<file path="config.mk">
export PLATFORM = sky130hd
export DESIGN_NAME = p65816_mcode_seq
export DESIGN_NICKNAME = d
export VERILOG_FILES = /design/src/rtl/p65816_mcode_seq_pkg.sv /design/src/rtl/p65816_int_latch.sv /design/src/rtl/p65816_mcode_seq.sv
export SDC_FILE = /design/constraint.sdc
export NUM_CORES = 1
export LEC_CHECK = 0
export CAP_MARGIN = 20
export CORE_ASPECT_RATIO = 0.8
export CORE_MARGIN = 3
export CORE_UTILIZATION = 29
export CTS_CLUSTER_DIAMETER = 60
export DETAILED_ROUTE_END_ITERATION = 7
export GPL_TIMING_DRIVEN = 1
export PLACE_DENSITY = 0.86
export SKIP_CTS_REPAIR_TIMING = 1
export SLEW_MARGIN = 0
export SYNTH_ARGS = -nofsm -noshare
export SYNTH_HDL_FRONTEND = slang
export SYNTH_HIERARCHICAL = 1
export SYNTH_SLANG_ARGS = --single-unit
export TNS_END_PERCENT = 10
</file>
<file path="constraint.sdc">
create_clock -name CLK -period 3.9 [get_ports CLK]
set_input_delay 0.78 -clock CLK [delete_from_list [all_inputs] [get_ports CLK]]
set_output_delay 0.78 -clock CLK [all_outputs]
set_load 0.05 [all_outputs]
</file>
<file path="src/rtl/p65816_mcode_seq_pkg.sv">
// Shared types for the 65C816 microcode sequencer: microinstruction word,
// STATE_CTRL codes, interrupt kinds and sequencer FSM states.
package p65816_mcode_seq_pkg;

  typedef enum logic [2:0] {
    SC_NEXT    = 3'd0,
    SC_END     = 3'd1,
    SC_SKIP_W8 = 3'd2,
    SC_SKIP_DL = 3'd3,
    SC_BRANCH  = 3'd4,
    SC_WAI     = 3'd5,
    SC_STP     = 3'd6,
    SC_RSVD    = 3'd7
  } StateCtrl_e;

  typedef enum logic [1:0] {
    INT_NONE  = 2'd0,
    INT_IRQ   = 2'd1,
    INT_NMI   = 2'd2,
    INT_RESET = 2'd3
  } IntType_e;

  typedef enum logic [1:0] {
    S_RUN  = 2'd0,
    S_WAIT = 2'd1,
    S_STOP = 2'd2
  } SeqState_e;

  localparam int MC_W = 55;

  // STATE_CTRL sits in the low bits; everything above it fans out to the datapath.
  typedef struct packed {
    logic [MC_W-4:0] datapath;
    StateCtrl_e      STATE_CTRL;
  } MCode_r;

  localparam MCode_r MC_NOP = '{datapath: '0, STATE_CTRL: SC_NEXT};

endpackage

</file>
<file path="src/rtl/p65816_int_latch.sv">
// NMI falling-edge detector and latch plus interrupt priority selection
// (NMI over IRQ; IRQ masked by P.I except as a WAI wake-up source).
module p65816_int_latch
  import p65816_mcode_seq_pkg::*;
(
  input  logic     clk,
  input  logic     rst,
  input  logic     nmi_n,
  input  logic     irq_n,
  input  logic     i_flag,
  input  logic     take_nmi,
  output IntType_e int_sel,
  output logic     wake
);

  logic nmi_prev;
  logic nmi_latch;

  // A fresh edge in the same cycle as the NMI being taken keeps the latch set.
  always_ff @(posedge clk) begin
    if (rst) begin
      nmi_prev  <= 1'b1;
      nmi_latch <= 1'b0;
    end else begin
      nmi_prev  <= nmi_n;
      nmi_latch <= (nmi_prev & ~nmi_n) | (nmi_latch & ~take_nmi);
    end
  end

  always_comb begin
    int_sel = INT_NONE;
    if (nmi_latch)
      int_sel = INT_NMI;
    else if (!irq_n && !i_flag)
      int_sel = INT_IRQ;
  end

  assign wake = nmi_latch | ~irq_n;

endmodule

</file>
<file path="src/rtl/p65816_mcode_seq.sv">
// Microcode sequencer: steps {IR, STEP} through the microcode ROM according to
// each word's STATE_CTRL. WAI/STP support is built only with P65816_WAI_STP_EN.
module p65816_mcode_seq
  import p65816_mcode_seq_pkg::*;
#(
  parameter int ADDR_W = 12
) (
  input  logic              CLK,
  input  logic              RST,
  input  logic              CE,
  input  logic              RDY,
  input  logic [7:0]        DATA_IN,
  input  MCode_r            MC_IN,
  input  logic              W8,
  input  logic              DL_NZ,
  input  logic              BR_TAKEN,
  input  logic              NMI_N,
  input  logic              IRQ_N,
  input  logic              I_FLAG,
  output logic [ADDR_W-1:0] MA,
  output MCode_r            MC,
  output logic [7:0]        IR,
  output logic [3:0]        STEP,
  output logic              SYNC,
  output logic [1:0]        INT_TYPE,
  output logic              WAITING,
  output logic              HALTED
);

  SeqState_e  state, state_n;
  IntType_e   int_type, int_n, int_sel;
  logic [7:0] ir_n;
  logic [3:0] step_n;
  logic [4:0] sum;
  logic       advance, fetch, go_wait, go_stop, take_nmi, wake;

  p65816_int_latch u_int_latch (
    .clk      (CLK),
    .rst      (RST),
    .nmi_n    (NMI_N),
    .irq_n    (IRQ_N),
    .i_flag   (I_FLAG),
    .take_nmi (take_nmi),
    .int_sel  (int_sel),
    .wake     (wake)
  );

  // Next {IR, STEP} is computed here so MA can present it to the registered ROM.
  always_comb begin
    advance  = CE & RDY;
    sum      = {1'b0, STEP} + 5'd1;
    fetch    = 1'b0;
    go_wait  = 1'b0;
    go_stop  = 1'b0;
    take_nmi = 1'b0;
    state_n  = state;
    ir_n     = IR;
    step_n   = STEP;
    int_n    = int_type;

    case (MC_IN.STATE_CTRL)
      SC_END:     fetch = 1'b1;
      SC_SKIP_W8: sum = {1'b0, STEP} + (W8 ? 5'd2 : 5'd1);
      SC_SKIP_DL: sum = {1'b0, STEP} + (DL_NZ ? 5'd1 : 5'd2);
      SC_BRANCH:  fetch = ~BR_TAKEN;
`ifdef P65816_WAI_STP_EN
      SC_WAI:     go_wait = 1'b1;
      SC_STP:     go_stop = 1'b1;
`else
      SC_WAI, SC_STP: fetch = 1'b1;
`endif
      default: ;
    endcase

    if (sum[4])
      fetch = 1'b1;

    // Outside RUN the ROM word is ignored; only a WAI wake-up can fetch.
    if (state != S_RUN) begin
      go_wait = 1'b0;
      go_stop = 1'b0;
      fetch   = (state == S_WAIT) & wake;
    end

    if (RST) begin
      state_n = S_RUN;
      ir_n    = 8'h00;
      step_n  = 4'd0;
      int_n   = INT_RESET;
    end else if (advance) begin
      if (fetch) begin
        state_n  = S_RUN;
        step_n   = 4'd0;
        int_n    = int_sel;
        ir_n     = (int_sel == INT_NONE) ? DATA_IN : 8'h00;
        take_nmi = (int_sel == INT_NMI);
      end else if (go_wait) begin
        state_n = S_WAIT;
      end else if (go_stop) begin
        state_n = S_STOP;
      end else if (state == S_RUN) begin
        step_n = sum[3:0];
      end
    end
  end

  always_ff @(posedge CLK) begin
    if (RST) begin
      state    <= S_RUN;
      IR       <= 8'h00;
      STEP     <= 4'd0;
      int_type <= INT_RESET;
    end else begin
      state    <= state_n;
      IR       <= ir_n;
      STEP     <= step_n;
      int_type <= int_n;
    end
  end

  assign MA       = ADDR_W'({ir_n, step_n});
  assign MC       = (!RDY || state != S_RUN) ? MC_NOP : MC_IN;
  assign SYNC     = fetch & ~RST;
  assign INT_TYPE = int_type;

`ifdef P65816_WAI_STP_EN
  assign WAITING = (state == S_WAIT);
  assign HALTED  = (state == S_STOP);
`else
  assign WAITING = 1'b0;
  assign HALTED  = 1'b0;
`endif

endmodule

</file>
After elaboration in Yosys (flattened, before gate mapping)
Cells that the tools add are included.
- bits of input ports: 73
- logic and storage cells: 48
- register bits: 16
- output and inout bits: 84
- reduce and logical (&&, ||, !) cells: 6
- mux-type cells: 18
- bitwise operators: 9
- $add $sub $neg: 3
- equal/unequal tests: 7
- operators with widths (operator ; number):
    55-bit 2-to-1 mux ; 1
    8-bit 2-to-1 mux ; 4
    4-bit 2-to-1 mux ; 3
    4-bit by 2-bit adder with 5-bit output ; 2
    5-bit case mux with 2 select lines ; 1
    3-bit == test, second input constant ; 3
    3-bit by 2-bit == test with 1-bit output, second input constant ; 2
    2-bit 2-to-1 mux ; 3
    4-bit by 1-bit adder with 5-bit output, second input constant ; 1
    1-bit 2-to-1 mux ; 5
    1-bit bitwise AND ; 4
    1-bit NOT ; 4
    3-bit by 1-bit == test with 1-bit output, second input constant ; 1
    3-bit OR reduction ; 1
    2-bit == test, second input constant ; 1
    1-bit logical NOT ; 2
    2-bit logical NOT ; 1
    1-bit case mux with 2 select lines ; 1
    2-bit AND reduction ; 1
    1-bit logical AND ; 1
    1-bit OR ; 1

Logic depth before layout (Yosys ltp)
- depth in word-level cells: 11
- gate-level depth with buffers: 11
- depth with buffers taken out: 11

Hierarchy
Netlist, hierarchy kept.
- modules (own cells, without submodules) (module ; seq. area each (um^2) ; times used ; cells each ; area each (um^2)):
    p65816_mcode_seq ; 280.3 ; 1 ; 164 ; 1243.7
    p65816_int_latch ; 40.0 ; 1 ; 9 ; 86.3

Least setup slack after synthesis
No wires, ideal clock.
- path kind: in2out
- from: in MC_IN[0] (netlist name)
- to: out MA[3]
- slack: -134 ps
- path buffers: 1
- stages on the path: 8
- data required time: 3120 ps
- arrival: 3254 ps
- cells stage by stage: mux2i_1 nand3b_1 ha_1 fa_1 nand3_1 o211ai_2 buf_6 a211oi_1
- word-level cells in the longest chain between the ends: 7
- elaborated cells between the ends (all ways): 13
- classes of those cells: eq/ne (6); mux (6); reduce/logical (1)
- RTL lines (element ; line ; text):
    start: declaration ; p65816_mcode_seq.sv:13 ; input MCode_r MC_IN,
    3-bit == test / 3-bit by 1-bit == test with 1-bit output (equally long branches) ; p65816_mcode_seq.sv:61 ; case (MC_IN.STATE_CTRL)
    3-bit OR reduction (no line) ; - ;
    1-bit case mux with 2 select lines ; p65816_mcode_seq.sv:61 ;
    1-bit 2-to-1 mux ; p65816_mcode_seq.sv:75 ; if (sum[4])
    4-bit 2-to-1 mux * ; p65816_mcode_seq.sv:91 ; if (fetch) begin
    4-bit 2-to-1 mux * ; p65816_mcode_seq.sv:90 ; end else if (advance) begin
    4-bit 2-to-1 mux * ; p65816_mcode_seq.sv:85 ; if (RST) begin
    end: declaration ; p65816_mcode_seq.sv:20 ; output logic [ADDR_W-1:0] MA,
Mark *: on every way between the ends. The rest lies on a longest branch, timed or not.

Final worst setup path
- from: in W8
- to: out MA[9]
- word-level cells in the longest chain between the ends: 7
- RTL lines (element ; line ; text):
    start: declaration ; p65816_mcode_seq.sv:14 ; input logic W8,
    2-bit 2-to-1 mux ; p65816_mcode_seq.sv:63 ; SC_SKIP_W8: sum = {1'b0, STEP} + (W8 ? 5'd2 : 5'd1);
    4-bit by 2-bit adder with 5-bit output ; p65816_mcode_seq.sv:63 ;
    5-bit case mux with 2 select lines ; p65816_mcode_seq.sv:61 ;
    1-bit 2-to-1 mux ; p65816_mcode_seq.sv:75 ;
    8-bit 2-to-1 mux ; p65816_mcode_seq.sv:91 ;
    8-bit 2-to-1 mux ; p65816_mcode_seq.sv:90 ;
    8-bit 2-to-1 mux ; p65816_mcode_seq.sv:85 ;
Every way passes these cells.

==> results summary <==
Counting instances, the worst hold path has a depth of 2. The signed area change from the synthesized netlist to the final layout is 156.3%. In this run the clock root is driven by a clkbuf_8. The via count of the first global-routing pass came out at 1814. The end of the worst register-to-register path is u_int_latch/nmi_latch$_SDFF_PP0_. At the end of routability-driven placement, the weighted congestion stood at 0.8384.

The first-pass GRT wire length came out at 9066 um. For this run, the share of the core covered by cells in the final layout is 0.7923. The run finished with clean final reports.

The final critical path time including I/O delays and setup came out at 3.867 ns. Setup slack on the worst reg-to-reg path comes out at 1.82 ns. The number of cells on the worst reg-to-reg path is 9. Measured against its own limit, the worst slew margin works out to 0.2361. Counting every instance in the synthesized netlist gives 172. The worst setup path is launched from an input pin. Dividing the detail-routed via count by the number of cells gives 4.809. The number of antenna violations at the first check in global routing came out at 0.

The highest clock frequency the design can meet is 0.2586 GHz. The core region is 0.004283 mm2. The aggregate global routing overflow is 0. Setup repair after global routing could not meet its margin everywhere. The DRC marker count from the first detailed-route iteration is 53. The final clock period utilization by the worst path is 0.9916. The arrival time of data at the critical path endpoint came out at 3.09 ns.

The clock net in this run drives a total of 16 sinks. The pre-antenna-repair detailed-routing pass consisted of 5 iterations. Across all layers, the routed design uses 1861 vias. The number of levels in the clock H-tree came out at 1. The count of final hold-check violations was 0. In this design, the stage delay of the slowest critical-path cell is 0.46 ns.

From left edge to right edge, the die measures 81.54 um. On the critical path, the stage with the largest delay is an instance of clkdlybuf4s50_1. For met2 alone, demand over resource in global routing was 0.4278. The number of fill cells in the layout is 281. The leading cell type in the layout, fill and taps excluded is clkdlybuf4s50_1.

The maximum fanout along the worst path came out at 11. In the final timing run, aggregate negative setup slack is 0 ns. The maximum vdd ir drop is 0.1306 mV.

The type of the tightest min-delay check is reg2reg. During placement, the flow inserted port buffers numbering 154. For the worst-skew pair, the clock arrives at the later sink with an insertion delay of 0.25 ns.

In the global route stage, met1 resource usage came out at 0.2254. The worst register-to-register path begins at STEP[0]$_SDFF_PP0_. For hold timing, the worst endpoint is u_int_latch/nmi_latch$_SDFF_PP0_. After clock tree synthesis, the clock-pin slew on the worst setup and hold paths is 0.06 ns. The share of cells above drive strength 1 is 0.3424. The initial utilization of the core area, before any placement, comes to 0.3091. The maximum number of pins on one net before global-route repair is 56. Row generation in the floorplan step produced 21 rows. After the last flow step, the layout net total stands at 408. The total count of max-transition violations in the final report came to 0. The setup violation total in the final timing report is 0. After detailed routing, the number of remaining DRC violations is 0. The clock tree buffer depth is 2.

The average detailed-routed wire length per instance came out at 16.18 um. The number of buffers created by CTS is 3. After global routing, the most crowded layer is met2. The number of maximum-capacitance constraint violations came out at 0. For this block, the routed nets add up to 6263 um of wire. The die is 66.43 um tall. The register area came out at 320.3 um2. At the pin with the least slew margin, the transition time is 1.142 ns. Dividing total power by cell area gives a power density of 211.5 mW/mm2. The total of warnings raised by yosys is 6. The leakage power summed over all cells came out at 0.001375 uW. The signal on the critical path passes through clkdlybuf4s50_1, inv_1, mux2i_1, nand3b_1, ha_2, fa_2, nand3_2, o211a_4, buf_4, o21ai_2, a21oi_2, clkbuf_16. In the final layout, the multi-input gates occupy 959.7 um2. The critical path data required time came out at 3.12 ns. The netlist area before placement came out at 0.001324 mm2. In this run the most critical hold path is launched from u_int_latch/nmi_prev$_SDFF_PP1_.

The overall fraction of global-route tracks in use came out at 0.2207. For this run, global-route usage on met3 was measured as 0.07493. The critical path is of the in2out type. The library cells used most frequently in the layout, excluding fill and tap cells, are 85 x clkdlybuf4s50_1, 56 x and2_1, 47 x buf_4, 32 x buf_12, 16 x dfxtp_1. The final worst clock skew is 0.002049 ns. The HPWL after detailed placement is 5087 um. The number of nets with antenna violations after detailed routing came out at 0. The boundary pin count came out at 157.

The antenna diode count came out at 0. The die area came out at 0.005416 mm2. Averaged over all synthesized cells, the footprint is 7.696 um2. STA classifies the critical path endpoint as an output port. The TritonCTS clock tree is built.
-- worst max-delay path, delay by kind of cell --
family,cells,cell delay [ns]
buf+inv,4,0.86
fa+ha+maj,2,0.58
compound gates,3,0.51
simple gates,2,0.25
mux,1,0.12
-- flip-flops by register name, indices dropped and copies added, names as in the netlist --
signal and flops:
u_int_latch/nmi_prev 1, IR 8, u_int_latch/nmi_latch 1, INT_TYPE 2, STEP 4
-- layer usage --
metal	up-vias	wire, um
li1	896	-
met1	866	2102
met2	89	3515
met3	10	545
met4	0	100
met5	-	0
-- worst max path at each step --
stage	start	end	slack [ns]	cells after the start
finish	W8	MA[9]	0.03	12
floorplan	MC_IN[0]	MA[0]	0.15	9
detailed placement	MC_IN[0]	MA[8]	-0.12	12
global route	W8	MA[9]	-0.06	12
CTS	MC_IN[0]	MA[8]	-0.13	12
global placement	MC_IN[0]	MA[1]	-0.02	10
-- metrics by stage --
step	hold WS, ns	setup slack (ns)	cell area, um2	std cells	total power [uW]
floorplan	0.4342	0.1532	1333	173	386.5
global placement	0.4444	-0.02298	3231	379	579.9
detailed placement	0.4604	-0.1174	3231	379	585.5
CTS	0.4689	-0.1323	3272	382	710.1
global route	0.4995	-0.06295	3393	387	746.4
finish	0.4669	0.03291	3393	387	717.5
-- area by class of cell --
cell class              instances  share of cell area
flip-flops and latches         16             0.09440
repair buffers                171              0.5874
clock buffers                   3             0.01217
inverters                       2            0.002212
multi-input cells             138              0.2828
well taps                      57             0.02102
-- report_power, final --
part | internal (uW) | switching (uW)
Combinational | 194 | 226
Sequential | 169 | 3.97
Clock | 68.5 | 56.2
Total | 431 | 287
(Power assumes the default switching activity.)
